==> config.mk <==
export PLATFORM = sky130hd
export DESIGN_NAME = seg_cursor_game_ctrl
export DESIGN_NICKNAME = d
export VERILOG_FILES = /design/src/rtl/seg_cursor_game_ctrl_pkg.sv /design/src/rtl/seg_move_table.sv /design/src/rtl/seg_cursor_game_ctrl.sv
export SDC_FILE = /design/constraint.sdc
export NUM_CORES = 1
export LEC_CHECK = 0
export BUFFER_PORTS_ARGS = -buffer_cell sky130_fd_sc_hd__buf_2
export CAP_MARGIN = 20
export CORE_UTILIZATION = 45
export CTS_CLUSTER_DIAMETER = 30
export DETAILED_ROUTE_END_ITERATION = 6
export GPL_TIMING_DRIVEN = 0
export PLACE_DENSITY_LB_ADDON = 0.1
export SYNTH_ARGS = -nofsm -noshare
export SYNTH_HDL_FRONTEND = slang
export SYNTH_SLANG_ARGS = --single-unit
==> constraint.sdc <==
create_clock -name clk_20 -period 2.9 [get_ports clk_20]
set_input_delay 0.435 -clock clk_20 [delete_from_list [all_inputs] [get_ports clk_20]]
set_output_delay 0.435 -clock clk_20 [all_outputs]
set_load 0.05 [all_outputs]
==> src/rtl/seg_cursor_game_ctrl_pkg.sv <==
// Shared constants for the segment-cursor game controller: state codes,
// segment indices, button directions and the small helpers used by the FSM.
package seg_cursor_game_ctrl_pkg;

    localparam logic [1:0] ST_INITIAL = 2'd0;
    localparam logic [1:0] ST_MOVING  = 2'd1;
    localparam logic [1:0] ST_FALLING = 2'd2;
    localparam logic [1:0] ST_WIN     = 2'd3;

    localparam logic [2:0] SEG_A    = 3'd0;
    localparam logic [2:0] SEG_B    = 3'd1;
    localparam logic [2:0] SEG_C    = 3'd2;
    localparam logic [2:0] SEG_D    = 3'd3;
    localparam logic [2:0] SEG_E    = 3'd4;
    localparam logic [2:0] SEG_F    = 3'd5;
    localparam logic [2:0] SEG_G    = 3'd6;
    localparam logic [2:0] SEG_NONE = 3'd7;

    localparam logic [1:0] DIR_RIGHT = 2'd0;
    localparam logic [1:0] DIR_LEFT  = 2'd1;
    localparam logic [1:0] DIR_UP    = 2'd2;
    localparam logic [1:0] DIR_DOWN  = 2'd3;

    localparam logic [6:0] REC_INIT = 7'b1000000;
    localparam logic [6:0] REC_ALL  = 7'h7F;
    localparam logic [6:0] DISP_OFF = 7'h7F;

    // One-hot mask of a segment; SEG_NONE shifts out to an empty mask.
    function automatic logic [6:0] seg_onehot(input logic [2:0] seg);
        return 7'b0000001 << seg;
    endfunction

    // Where a falling cursor lands next; bottom segments map to themselves
    // because the FSM leaves FALLING instead of moving them.
    function automatic logic [2:0] seg_fall_next(input logic [2:0] seg);
        case (seg)
            SEG_A:   return SEG_G;
            SEG_G:   return SEG_D;
            SEG_B:   return SEG_C;
            SEG_F:   return SEG_E;
            default: return seg;
        endcase
    endfunction

endpackage

==> src/rtl/seg_move_table.sv <==
// Combinational cursor move lookup: (segment, direction) -> target segment.
// Directions with no neighbour return SEG_NONE and valid=0.
module seg_move_table
    import seg_cursor_game_ctrl_pkg::*;
(
    input  logic [2:0] pos,
    input  logic [1:0] dir,
    output logic [2:0] target,
    output logic       valid
);

    // Neighbour table, one inner case per segment.
    always_comb begin
        target = SEG_NONE;
        case (pos)
            SEG_A: case (dir)
                DIR_RIGHT: target = SEG_B;
                DIR_LEFT:  target = SEG_F;
                default:   target = SEG_NONE;
            endcase
            SEG_B: case (dir)
                DIR_LEFT:  target = SEG_A;
                DIR_UP:    target = SEG_A;
                DIR_DOWN:  target = SEG_C;
                default:   target = SEG_NONE;
            endcase
            SEG_C: case (dir)
                DIR_LEFT:  target = SEG_D;
                DIR_UP:    target = SEG_B;
                DIR_DOWN:  target = SEG_D;
                default:   target = SEG_NONE;
            endcase
            SEG_D: case (dir)
                DIR_RIGHT: target = SEG_C;
                DIR_LEFT:  target = SEG_E;
                default:   target = SEG_NONE;
            endcase
            SEG_E: case (dir)
                DIR_RIGHT: target = SEG_D;
                DIR_UP:    target = SEG_F;
                DIR_DOWN:  target = SEG_D;
                default:   target = SEG_NONE;
            endcase
            SEG_F: case (dir)
                DIR_RIGHT: target = SEG_A;
                DIR_UP:    target = SEG_A;
                DIR_DOWN:  target = SEG_E;
                default:   target = SEG_NONE;
            endcase
            SEG_G: case (dir)
                DIR_RIGHT: target = SEG_B;
                DIR_LEFT:  target = SEG_F;
                default:   target = SEG_NONE;
            endcase
            default: target = SEG_NONE;
        endcase
        valid = (target != SEG_NONE);
    end

endmodule

==> src/rtl/seg_cursor_game_ctrl.sv <==
// Segment-cursor game sequencer. Buttons are registered once, the FSM acts
// on the registered copy, and every output is a flop (display is computed
// from next-state values so it lines up with pos/state_out).
//
//   state   | meaning
//   --------+-------------------------------------------------------
//   INITIAL | only G lit, buttons ignored, wait INIT_CYCLES
//   MOVING  | cursor blinks, buttons move it, visited segments lit
//   FALLING | cursor drops one step every FALL_CYCLES, then INITIAL
//   WIN     | whole digit blinks for INIT_CYCLES, then INITIAL
module seg_cursor_game_ctrl
    import seg_cursor_game_ctrl_pkg::*;
#(
    parameter int INIT_CYCLES = 286,
    parameter int FALL_CYCLES = 48,
    parameter int BLINK_HALF  = 24,
    parameter int CNT_W       = 9
) (
    input  logic       clk_20,
    input  logic       rst,
    input  logic       btn_right,
    input  logic       btn_left,
    input  logic       btn_up,
    input  logic       btn_down,
    output logic [3:0] digit,
    output logic [6:0] display,
    output logic [2:0] pos,
    output logic [1:0] state_out
);

    localparam logic [CNT_W-1:0] INIT_LAST  = CNT_W'(INIT_CYCLES - 1);
    localparam logic [CNT_W-1:0] FALL_LAST  = CNT_W'(FALL_CYCLES - 1);
    localparam logic [CNT_W-1:0] BLINK_LAST = CNT_W'(BLINK_HALF - 1);

    logic [3:0]       btn_q;
    logic [1:0]       state, state_nxt;
    logic [CNT_W-1:0] timer, timer_nxt;
    logic [CNT_W-1:0] blink_cnt, blink_nxt;
    logic             phase, phase_nxt;
    logic [2:0]       pos_nxt;
    logic [6:0]       record, record_nxt;
    logic [6:0]       display_nxt;
    logic [1:0]       dir;
    logic             dir_hit;
    logic [2:0]       move_target;
    logic             move_valid;
    logic [6:0]       cursor_mask;

    assign digit     = 4'b1110;
    assign state_out = state;

    // Pick one direction from the registered buttons: right > left > up > down.
    always_comb begin
        dir_hit = |btn_q;
        if (btn_q[3])      dir = DIR_RIGHT;
        else if (btn_q[2]) dir = DIR_LEFT;
        else if (btn_q[1]) dir = DIR_UP;
        else               dir = DIR_DOWN;
    end

    seg_move_table u_move_table (
        .pos    (pos),
        .dir    (dir),
        .target (move_target),
        .valid  (move_valid)
    );

    // Free-running blink divider; the phase never resets outside rst.
    always_comb begin
        if (blink_cnt == BLINK_LAST) begin
            blink_nxt = '0;
            phase_nxt = ~phase;
        end else begin
            blink_nxt = blink_cnt + CNT_W'(1);
            phase_nxt = phase;
        end
    end

    // Next-state, timer, cursor and visited-record logic.
    always_comb begin
        state_nxt  = state;
        timer_nxt  = timer;
        pos_nxt    = pos;
        record_nxt = record;
        case (state)
            ST_INITIAL: begin
                if (timer == INIT_LAST) begin
                    state_nxt = ST_MOVING;
                    timer_nxt = '0;
                end else begin
                    timer_nxt = timer + CNT_W'(1);
                end
            end
            ST_MOVING: begin
                timer_nxt = '0;
                if (dir_hit) begin
                    if (move_valid) begin
                        pos_nxt    = move_target;
                        record_nxt = record | seg_onehot(move_target);
                        if (record_nxt == REC_ALL) state_nxt = ST_WIN;
                    end else begin
                        state_nxt = ST_FALLING;
                    end
                end
            end
            ST_FALLING: begin
                if (timer == FALL_LAST) begin
                    timer_nxt = '0;
                    if (pos == SEG_C || pos == SEG_D || pos == SEG_E) begin
                        state_nxt  = ST_INITIAL;
                        pos_nxt    = SEG_G;
                        record_nxt = REC_INIT;
                    end else begin
                        pos_nxt = seg_fall_next(pos);
                    end
                end else begin
                    timer_nxt = timer + CNT_W'(1);
                end
            end
            default: begin
                if (timer == INIT_LAST) begin
                    state_nxt  = ST_INITIAL;
                    timer_nxt  = '0;
                    pos_nxt    = SEG_G;
                    record_nxt = REC_INIT;
                end else begin
                    timer_nxt = timer + CNT_W'(1);
                end
            end
        endcase
    end

    // Segment pattern for the upcoming cycle (active-low).
    always_comb begin
        cursor_mask = seg_onehot(pos_nxt);
        case (state_nxt)
            ST_INITIAL: display_nxt = ~REC_INIT;
            ST_MOVING:  display_nxt = phase_nxt ? (~record_nxt & ~cursor_mask)
                                                : (~record_nxt | cursor_mask);
            ST_FALLING: display_nxt = ~record_nxt & ~cursor_mask;
            default:    display_nxt = phase_nxt ? 7'h00 : DISP_OFF;
        endcase
    end

    // All state and output registers, cleared asynchronously by rst.
    always_ff @(posedge clk_20 or posedge rst) begin
        if (rst) begin
            btn_q     <= '0;
            state     <= ST_INITIAL;
            timer     <= '0;
            blink_cnt <= '0;
            phase     <= 1'b0;
            pos       <= SEG_G;
            record    <= REC_INIT;
            display   <= DISP_OFF;
        end else begin
            btn_q     <= {btn_right, btn_left, btn_up, btn_down};
            state     <= state_nxt;
            timer     <= timer_nxt;
            blink_cnt <= blink_nxt;
            phase     <= phase_nxt;
            pos       <= pos_nxt;
            record    <= record_nxt;
            display   <= display_nxt;
        end
    end

endmodule

==> impl_metrics.toml <==
[clock_tree]
clk_latency_ns = 0.30
numCtsBuffers = 5
root_buffer = "clkbuf_8"
clock_path_buffers = 2
cts-htree-levels = 2
cts_sinks = 42
path_clk_slew_ns = 0.09
cts_hold_buf = 0
cts_tree = "done"

[timing]
min_period_ns = 3.019
tns_ns = -0.6133
finalHoldViolations = 0
worst_pin_slew_ns = 0.8991
final.setup.worst_slack_ns = -0.1194
fin_worst_skew_ns = 0.006291
timing.final.crit_share = 1.041
fmax_mhz = 331.2
finalSetupViolations = 7
drv_slew = 0
rsz0062_at_grt = "yes"
max_slew_margin = 0.3951

[final_layout]
mostFrequentLayoutCell = "dfrtp_1"
antenna_cells_inserted = 0
nNetsFinal = 353
final_cell_mix = "32 x dfrtp_1, 31 x nor2_1, 18 x buf_2, 18 x buf_4, 16 x a21oi_1"
area_growth_pct = 24.16
final_layout_size_suffix_gt1_frac = 0.3027

[route]
detail_route.iter0.violations = 130
wl_per_cell_um = 15.09
vias = 2308
antenna_left = 0
viasPerCell = 5.643
drc = 0
firstDrtPassIters = 4
wirelength_um = 6173

[power]
p_per_area_nw_per_um2 = 372.5
p_leak_nw = 1.558
ir_drop_v = 0.0002485

[placed_design]
dp.final_hpwl_um = 4212
globalplace.congestion = 0.8435
io_buffers = 17
post-place-ws_ns = -0.4646

[synthesis]
synthFlopType = "dfrtp_1"
yosys.area_share.xor_xnor = 0.05507
syn_area_per_cell_um2 = 9.135
synth_compound_area_frac = 0.2332
synth_top_family_by_area = "compound AO/OA/AOI/OAI gates"
yosysTopAreaCell = "dfrtp_1"
ys_ff_latch = 42
synthAdderAreaFrac = 0.05090
synth_area_leaders = "dfrtp_1 30%, dfstp_2 9.7%, ha_1 5.1%"
synthCells = 296
netlist.area_leader.share = 0.2962
async_reset_ff_frac = 1.000
synthDistinctLibCells = 59
synth_area_um2 = 2704
synthMuxAreaShare = 0.01111
yosys_warnings = 0
synth_edf_count = 0
synthSimpleGateAreaFrac = 0.1888
seq_area_frac_synth = 0.3933

[critical_path]
startpoint_type = "flip-flop"
r2r_setup_slack_ns = -0.12
cp.required_ns = 3.13
crit_type = "flip-flop to flip-flop"
cp-end-kind = "flip-flop"
cp.arrival_ns = 3.25
crit_fanout = 5

[die]
start_util = 0.4793
coreArea_um2 = 5642
ios = 22
rows = 27
die_w_um = 79.52
dieArea_um2 = 6323
die_h_um = 79.52

[global_route]
overflow = 0
grtUsageTotal = 0.2124
grt_start_max_net_pins = 43
grt_pass1_vias = 2299
antenna_found_initial = 0
grt_pass1_wl_um = 10470

[outcome]
outcome = "finished with violations"
violations = "negative setup slack"

[flow_run]
maxCapViolCount = 0

[worst_hold_path]
hold_class = "primary input to flip-flop"
worst max-delay path, cell delays in order (launching register included):
cell and delay, ns:
dfrtp_1 0.42, or2_4 0.28, buf_6 0.13, inv_4 0.06
ha_2 0.18, mux2i_2 0.08, o2bb2ai_4 0.23, buf_6 0.13
a41oi_2 0.11, a22o_1 0.28, a311oi_4 0.41, o31ai_4 0.16
buf_4 0.20, a32oi_1 0.17, o22ai_1 0.11
cells by family (layout without fill, tap and decap cells):
group,count (synthesis),after routing
AO/OA/AOI/OAI,82,82
flip-flops,42,42
other,2,4
adder cells (fa/ha/maj),11,11
multiplexers,3,3
XOR/XNOR,17,17
buffers and inverters,38,77
AND/OR/NAND/NOR,101,101
metrics by stage:
step	util	cell area [um^2]	power [mW]	instances	hold slack (ns)
finish	0.5950	3357	1.251	409	0.2348
global route	0.5950	3357	1.292	409	0.2302
global placement	0.5130	2894	0.6650	387	0.4579
detailed placement	0.5130	2894	0.6661	387	0.4576
CTS	0.5744	3241	1.252	406	0.2316
floorplan	-	2719	0.6515	298	0.4329
repair_timing:
action,in CTS,in global routing
pin swaps,14,13
setup buffers,11,3
setup endpoints to repair,9,8
cloned,1,0
gates resized for setup,25,22
final timing paths:
| check | from | depth (start not counted) | end |
|---|---|---|---|
| setup / recovery | btn_q[3] | 14 | display[6] |
| hold / removal | btn_right | 1 | btn_q[3] |
| setup reg to reg | btn_q[3] | 14 | display[6] |
| hold reg to reg | blink_cnt[0] | 1 | blink_cnt[0] |
| max in group asynchronous | rst | 2 | record[0] |
| min in group asynchronous | rst | 2 | blink_cnt[2] |
sequential cells by signal, summed over array words and instances, names as in the netlist:
register   count
display        7
timer          9
phase          1
pos            3
record         7
state_out      2
btn_q          4
blink_cnt      9
synth_stat cells (3+ instances only):
cell type   n
nor2_1     33
dfrtp_1    32
inv_1      18
a21oi_1    16
nand2_1    16
nand3_1    13
ha_1       11
xor2_1     11
dfstp_2    10
o21ai_1     9
buf_4       7
o21ai_0     7
a21boi_0    6
and2_1      6
clkbuf_1    6
o211ai_2    6
xnor2_1     6
and3_1      5
buf_2       5
nand4_1     5
nand2b_1    4
nor3_1      4
o31ai_1     4
a21o_1      3
a31oi_1     3
a32oi_1     3
a41oi_1     3
mux2i_1     3
nor2b_1     3
nor4_1      3
where the power goes:
group | switching (mW) | internal (mW)
registers | 0.00231 | 0.589
clock network | 0.218 | 0.345
logic | 0.0555 | 0.0410
per-layer routing:
metal,vias up,routed length [um],track usage
li1,1132,-,-
met1,1121,2879,0.2850
met2,50,2947,0.3470
met3,5,274,0.03771
met4,0,72,0.06364
met5,-,0,0
cell type report:
class | count | area [um^2]
inverter | 20 | 78.83
clock buffer | 5 | 68.82
clock inverter | 3 | 68.82
multi-input combinational | 218 | 1644
tap | 72 | 90.09
buffer | 17 | 125.1
fill | 521 | 2285
sequential | 42 | 1064
timing repair buffer | 32 | 217.7
Note: power is estimated with default switching activity, not from simulation.
